===== src/rtl/ahb_arbiter_if.sv =====
// Arbitration signals between two AHB masters, the shared-bus muxes and the arbiter.
// The slave modport is the arbiter's view; the master modport is the requester/bus side.
interface ahb_arbiter_if;
  logic       hbusreq_m0;
  logic       hbusreq_m1;
  logic       hlock_m0;
  logic       hlock_m1;
  logic [1:0] H_trans;
  logic [2:0] H_burst;
  logic       H_ready;
  logic       hgrant_m0;
  logic       hgrant_m1;
  logic       hmaster;
  logic       hmaster_d;
  logic       hmastlock;

  modport slave (
    input  hbusreq_m0, hbusreq_m1, hlock_m0, hlock_m1, H_trans, H_burst, H_ready,
    output hgrant_m0, hgrant_m1, hmaster, hmaster_d, hmastlock
  );

  modport master (
    output hbusreq_m0, hbusreq_m1, hlock_m0, hlock_m1, H_trans, H_burst, H_ready,
    input  hgrant_m0, hgrant_m1, hmaster, hmaster_d, hmastlock
  );
endinterface


===== src/rtl/ahb_arbiter.sv =====
// Two-master round-robin AHB arbiter; registered grants one cycle after a rearbitration edge.
// Wait states (H_ready=0) freeze ownership, lock and burst tracking; locked or mid-burst owners keep the bus.
module ahb_arbiter #(
  parameter int NUM_MASTERS    = 2,
  parameter int DEFAULT_MASTER = 0
) (
  input logic           HCLK,
  input logic           HRESETn,
  ahb_arbiter_if.slave  bus
);

  localparam int IDX_W = $clog2(NUM_MASTERS);
  localparam logic [IDX_W-1:0] DEF_IDX = IDX_W'(DEFAULT_MASTER);

  typedef enum logic [1:0] {
    TR_IDLE   = 2'b00,
    TR_BUSY   = 2'b01,
    TR_NONSEQ = 2'b10,
    TR_SEQ    = 2'b11
  } htrans_e;

  htrans_e          trans;
  logic [3:0]       beats_left;
  logic [3:0]       burst_len;
  logic [IDX_W-1:0] gnt_idx;
  logic [IDX_W-1:0] last;
  logic [IDX_W-1:0] pick;
  logic             burst_end;
  logic             rearb;
  logic             req_any;
  logic             lock_sel;

  assign trans = htrans_e'(bus.H_trans);

  always_comb begin
    burst_len = 4'd0;
    case (bus.H_burst)
      3'b010, 3'b011: burst_len = 4'd3;
      3'b100, 3'b101: burst_len = 4'd7;
      3'b110, 3'b111: burst_len = 4'd15;
      default:        burst_len = 4'd0;
    endcase
  end

  // SEQ with a counter of 0 is an undefined-length INCR, so every beat may hand over.
  always_comb begin
    burst_end = 1'b0;
    case (trans)
      TR_IDLE:   burst_end = 1'b1;
      TR_NONSEQ: burst_end = (bus.H_burst == 3'b000) || (bus.H_burst == 3'b001);
      TR_SEQ:    burst_end = (beats_left <= 4'd1);
      default:   burst_end = 1'b0;
    endcase
  end

  assign rearb   = bus.H_ready && !bus.hmastlock && burst_end;
  assign req_any = bus.hbusreq_m0 || bus.hbusreq_m1;

  always_comb begin
    pick = DEF_IDX;
    case ({bus.hbusreq_m1, bus.hbusreq_m0})
      2'b11:   pick = ~last;
      2'b10:   pick = 1'b1;
      2'b01:   pick = 1'b0;
      default: pick = DEF_IDX;
    endcase
  end

  assign lock_sel = gnt_idx[0] ? bus.hlock_m1 : bus.hlock_m0;

  always_ff @(posedge HCLK or negedge HRESETn) begin
    if (!HRESETn) begin
      gnt_idx       <= DEF_IDX;
      last          <= '0;
      beats_left    <= 4'd0;
      bus.hmaster   <= 1'b0;
      bus.hmaster_d <= 1'b0;
      bus.hmastlock <= 1'b0;
    end else begin
      if (rearb) begin
        gnt_idx <= pick;
        // Parking on the default master does not count as serving it.
        if (req_any && (pick != gnt_idx)) begin
          last <= pick;
        end
      end
      if (bus.H_ready) begin
        bus.hmastlock <= lock_sel;
        bus.hmaster   <= gnt_idx[0];
        bus.hmaster_d <= bus.hmaster;
        case (trans)
          TR_NONSEQ: beats_left <= burst_len;
          TR_SEQ:    if (beats_left != 4'd0) beats_left <= beats_left - 4'd1;
          TR_IDLE:   beats_left <= 4'd0;
          default:   beats_left <= beats_left;
        endcase
      end
    end
  end

  assign bus.hgrant_m0 = (gnt_idx == 1'b0);
  assign bus.hgrant_m1 = (gnt_idx == 1'b1);

endmodule


===== src/flat_wrapper.sv =====
// flat-port wrapper written by rule: the top's interface ports become plain ports
module ahb_arbiter_flat 
#(
  parameter int NUM_MASTERS    = 2,
  parameter int DEFAULT_MASTER = 0
)
  (HCLK, HRESETn, bus_hbusreq_m0, bus_hbusreq_m1, bus_hlock_m0, bus_hlock_m1, bus_H_trans, bus_H_burst, bus_H_ready, bus_hgrant_m0, bus_hgrant_m1, bus_hmaster, bus_hmaster_d, bus_hmastlock);
  ahb_arbiter_if bus_i ();
  input logic HCLK;
  input logic HRESETn;
  input wire logic [$bits(bus_i.hbusreq_m0)-1:0] bus_hbusreq_m0;
  input wire logic [$bits(bus_i.hbusreq_m1)-1:0] bus_hbusreq_m1;
  input wire logic [$bits(bus_i.hlock_m0)-1:0] bus_hlock_m0;
  input wire logic [$bits(bus_i.hlock_m1)-1:0] bus_hlock_m1;
  input wire logic [$bits(bus_i.H_trans)-1:0] bus_H_trans;
  input wire logic [$bits(bus_i.H_burst)-1:0] bus_H_burst;
  input wire logic [$bits(bus_i.H_ready)-1:0] bus_H_ready;
  output wire logic [$bits(bus_i.hgrant_m0)-1:0] bus_hgrant_m0;
  output wire logic [$bits(bus_i.hgrant_m1)-1:0] bus_hgrant_m1;
  output wire logic [$bits(bus_i.hmaster)-1:0] bus_hmaster;
  output wire logic [$bits(bus_i.hmaster_d)-1:0] bus_hmaster_d;
  output wire logic [$bits(bus_i.hmastlock)-1:0] bus_hmastlock;
  assign bus_i.hbusreq_m0 = bus_hbusreq_m0;
  assign bus_i.hbusreq_m1 = bus_hbusreq_m1;
  assign bus_i.hlock_m0 = bus_hlock_m0;
  assign bus_i.hlock_m1 = bus_hlock_m1;
  assign bus_i.H_trans = bus_H_trans;
  assign bus_i.H_burst = bus_H_burst;
  assign bus_i.H_ready = bus_H_ready;
  assign bus_hgrant_m0 = bus_i.hgrant_m0;
  assign bus_hgrant_m1 = bus_i.hgrant_m1;
  assign bus_hmaster = bus_i.hmaster;
  assign bus_hmaster_d = bus_i.hmaster_d;
  assign bus_hmastlock = bus_i.hmastlock;
  ahb_arbiter #(.NUM_MASTERS(NUM_MASTERS), .DEFAULT_MASTER(DEFAULT_MASTER)) u_core (.HCLK(HCLK), .HRESETn(HRESETn), .bus(bus_i));
endmodule

===== config.mk =====
export PLATFORM = sky130hd
export DESIGN_NAME = ahb_arbiter_flat
export DESIGN_NICKNAME = d
export VERILOG_FILES = /design/src/rtl/ahb_arbiter_if.sv /design/src/rtl/ahb_arbiter.sv /design/src/flat_wrapper.sv
export SDC_FILE = /design/constraint.sdc
export NUM_CORES = 1
export LEC_CHECK = 0
export ABC_AREA = 1
export CORE_MARGIN = 2
export CORE_UTILIZATION = 45
export CTS_CLUSTER_SIZE = 40
export DETAILED_ROUTE_END_ITERATION = 10
export PLACE_DENSITY = 0.72
export SLEW_MARGIN = 40
export SYNTH_ARGS = -nofsm -noshare
export SYNTH_HDL_FRONTEND = slang
export SYNTH_SLANG_ARGS = --single-unit
export TNS_END_PERCENT = 20

===== constraint.sdc =====
create_clock -name HCLK -period 1.6 [get_ports HCLK]
set_input_delay 0.24 -clock HCLK [delete_from_list [all_inputs] [get_ports HCLK]]
set_output_delay 0.24 -clock HCLK [all_outputs]
set_load 0.02 [all_outputs]

* After elaboration in Yosys (flattened, before gate mapping)
Index checks and enable logic that the tools add are counted.
** Storage, ports and cells
- Input port bits :: 12
- Memories kept :: 0
- Bits in writable memories :: 0
- Memory bits (read-only) :: 0
- Logic and storage cells :: 44
- Register bits :: 9
- Bits in latches :: 0
- Output and inout bits :: 5
** Operators by class
- Reduce and logical (&&, ||, !) cells :: 15
- Eq/ne operators :: 13
- $add $sub $neg :: 1
- Mux-type cells :: 6
- Bitwise logic cells :: 2
- $mul :: 0
- Shift operators :: 0
- Div/mod/pow operators :: 0
- $lt $le $gt $ge :: 1
** Operator list (count)
- $pmux 4 s3 :: 2
- $eq 3x3->1 const B :: 4
- $eq 2x2->1 const B :: 4
- $eq 3x2->1 const B :: 2
- $reduce_or 2->1 :: 3
- $le 4x1->1 const B :: 1
- $mux 4 :: 1
- $reduce_bool 4->1 :: 1
- $sub 4x1->4 const B :: 1
- $eq 3x1->1 const B :: 1
- $logic_and 1x1->1 :: 3
- $logic_not 3->1 :: 1
- $pmux 1 s3 :: 1
- $reduce_and 3->1 :: 1
- $reduce_bool 3->1 :: 1
- $logic_not 2->1 :: 1
- $logic_or 1x1->1 :: 2
- $ne 2x1->1 const B :: 1
- $not 1->1 :: 2
- $pmux 1 s2 :: 1
- $reduce_and 2->1 :: 1
- $logic_not 1->1 :: 1
- $mux 1 :: 1
- $ne 1x1->1 :: 1

* Logic depth before layout (Yosys ltp)
- Word-level depth :: 5
- Mapped depth :: 9
- Depth with buffers taken out :: 9

* Least setup slack after synthesis
OpenSTA, ideal clock, no wires.
- Kind :: register to register
- Start :: register u_core.beats_left[0]
- End :: register u_core.last
- Clock period less this slack :: 1.186 ns
- Cell stages (with the launch flop) :: 10
- Slack :: 0.414 ns
- Buffers on the path :: 0
- Required time :: 1.483 ns
- Data arrival time :: 1.069 ns
- Cells stage by stage :: dfrtp_1 inv_1 ha_1 inv_1 nand2_1 nand3_1 nand2_1 nand3_1 nand2_1 nand2_1
** Between the ends
- Cells in the longest elaborated chain, start to end :: 4
** RTL lines
- start, declared :: line ahb_arbiter.sv:23 : logic [3:0] beats_left;
- start signal, assigned :: line ahb_arbiter.sv:92 : TR_NONSEQ: beats_left <= burst_len;
- start signal, assigned :: line ahb_arbiter.sv:93 : TR_SEQ: if (beats_left != 4'd0) beats_left <= beats_left - 4'd1;
- start signal, assigned :: line ahb_arbiter.sv:95 : default: beats_left <= beats_left;
- $le 4x1->1 :: line ahb_arbiter.sv:51 : TR_SEQ: burst_end = (beats_left <= 4'd1);
- $pmux 1 s3 :: line ahb_arbiter.sv:48 : case (trans)
- $logic_and 1x1->1 :: line ahb_arbiter.sv:56 : assign rearb = bus.H_ready && !bus.hmastlock && burst_end;
- $reduce_and 2->1 (no source line)
- end signal, assigned :: line ahb_arbiter.sv:84 : last <= pick;
- end, declared :: line ahb_arbiter.sv:26 : logic [IDX_W-1:0] last;
Every way passes these cells.
A chain may end at the register's enable or synchronous reset.

* Worst setup path in the final report
- Start :: register u_core.bus.hmastlock
- End :: output bus_hmastlock
** RTL lines
- start, declared :: line ahb_arbiter_if.sv:19 : output hgrant_m0, hgrant_m1, hmaster, hmaster_d, hmastlock
- start signal, assigned :: line ahb_arbiter.sv:88 : bus.hmastlock <= lock_sel;
- end, declared :: line flat_wrapper.sv:22 : output wire logic [$bits(bus_i.hmastlock)-1:0] bus_hmastlock;
No word-level cell between the ends.

==> run summary <==
wire per inst: 9.90 um
Post-Route WL: 1200 um
commonest cells after routing, fill and taps aside: nand2_1, inv_1, clkdlybuf4s50_1, dfrtp_1
vias per inst: 4.79
Root Buffer: clkbuf_4
mapped cell area: 614 sq um
Initial Util: 0.478
Worst setup EP type: output port
Final Cycle Share: 0.901
Hold Crit Class: in2async
die height: 41.0 um
crit path max fanout: 2
Worst-Skew Late Latency: 0.26 ns
CP top delay family: buffers and inverters
Post-DRT Antenna Nets: 0
type of the worst setup path: reg2out
Worst-path clk slew: 0.07 ns
Fin Hold WS: 0.277 ns
fin. max-slew vios: 0
vias in the first global route: 451
DRC viols: 0
outcome: finished, final reports clean
Fmax achieved: 694 MHz
synthesis-to-finish area growth: 34.4%
pwr dens: 1100 nW/um^2
nets: 124
Pleak: 0.000429 uW
HPWL Detailed: 957 um
synthesized area per cell: 7.23 sq um
final core occ: 0.643
CP arrival: 1.20 ns
Gate Count Post-Synth: 85
sequential share of the synthesized area: 0.367
Cell variety after synth: 20
Initial DRC Count: 6
required time of the critical path: 1.36 ns
largest net degree at the start of global routing: 10
FILL cells: 124
total gr overflow: 0
min setup slack post-route: 0.159 ns
Placement Setup Slack: -0.0436 ns
commonest non-fill, non-tap cell in the layout: nand2_1
CTS resizes: 1
Rows: 13
storage element area: 225 sq um
initial antenna violation count: 0
GPL Wtd Cong: 0.841
Hold Buf Count CTS: 0
syn nets: 102
PortBufs: 15
final setup fails: 0
Worst Setup SP: u_core.bus.hmastlock$_DFFE_PN0P_
RSZ-0062 raised after global routing: false
Synthesis Warnings: 0
non-filler instance count after layout: 121
r2r startpoint: u_core.beats_left[0]$_DFFE_PN0P_
share of layout cells above drive strength 1: 0.123
critical-path cell list: clkdlybuf4s50_1
Worst-Margin Slew: 0.417 ns
max cap viols: 0
Ant. Diodes: 0
Final Skew: 0.00184 ns
Worst VDD drop: 0.529 mV
Max-Slew Margin vs Limit: 0.721
CTS Sinks: 9
first-pass GRT wire length: 1810 um
minimum clock period: 1.44 ns
#FFs+latches synth: 9
crit-path max cell delay: 0.60 ns
routed vias: 580
area of the multi-input gates: 328 sq um
Num CTS Buffers: 3
final hold viol count: 0
Ports: 17
area of the die: 1680 sq um
clock tree from TritonCTS: built
Buf/Inv on CP: 1
overall routing resource usage: 0.172
Core Region: 1280 sq um
total setup buffers inserted after CTS: 0
CP Launch Type: flip-flop
Slowest-stage cell, CP: clkdlybuf4s50_1
Die W: 41.0 um
CTS H-tree lvls: 1
clock buffer depth: 2
DP Cell Count: 117
Pre-Repair DR Iteration Count: 4
[cell usage after synthesis (all sizes together)]
library cell | number | area, sq um
nand2 | 21 | 81.3
inv | 15 | 56.3
dfrtp | 9 | 225
nor2 | 9 | 41.3
o21ai | 9 | 45.0
nand3 | 6 | 30.0
ha | 5 | 62.6
a21oi | 3 | 22.5
nand4 | 2 | 12.5
a31oi | 1 | 6.26
and2 | 1 | 6.26
clkinv | 1 | 5.00
o21bai | 1 | 7.51
o22ai | 1 | 6.26
or2 | 1 | 6.26
[routing by layer]
metal	routed length, um	vias up	track usage	part of all wire
li1	-	315	-	-
met1	628	248	0.228	0.52
met2	494	13	0.234	0.41
met3	40	4	0.0326	0.033
met4	36	0	0.150	0.030
met5	0	-	0	0
[sequential cells by signal, summed over array words and instances, names as in the netlist]
| signal | count |
|---|---|
| u_core.bus.hmaster_d | 1 |
| u_core.bus.hmastlock | 1 |
| u_core.beats_left | 4 |
| u_core.bus.hgrant_m1 | 1 |
| u_core.last | 1 |
| u_core.bus.hmaster | 1 |
[path summary, 6_finish.rpt]
path | depth (start not counted) | endpoint | slack [ns]
max | 1 | bus_hmastlock | 0.16
min | 1 | u_core.bus.hmaster$_DFFE_PN0P_ | 0.28
max reg2reg | 9 | u_core.last$_DFFE_PN0P_ | 0.26
min reg2reg | 2 | u_core.bus.hmaster_d$_DFFE_PN0P_ | 0.50
max in group asynchronous | 1 | u_core.beats_left[2]$_DFFE_PN0P_ | 1.03
min in group HCLK | 2 | u_core.bus.hmaster_d$_DFFE_PN0P_ | 0.50
[report_power, final]
part | internal [uW] | switching [uW]
registers | 292 | 49.0
logic | 171 | 217
clock network | 96.3 | 84.5
[logic make-up after synthesis]
group                      Yosys count  synth area share
and+or+nand+nor                     40             0.289
DFF                                  9             0.367
AOI/OAI and AO/OA                   15             0.143
buffers and inverters               16            0.0998
adders and majority gates            5             0.102
[cell type report]
cell class              count  area share
inverters                  16      0.0742
repair buffers             17       0.202
well taps                  15      0.0227
flip-flops and latches      9       0.273
clock buffers               4      0.0318
multi-input cells          60       0.397
[per-stage QoR]
stage / area (sq um) / power, uW / setup TNS, ns
2_1_floorplan: 614 / 578 / 0
3_3_place_gp: 798 / 735 / -0.0577
3_5_place_dp: 798 / 745 / -0.154
4_1_cts: 823 / 918 / 0
5_1_grt: 826 / 987 / 0
6_report: 826 / 909 / 0
Note: power is estimated with default switching activity, not from simulation.
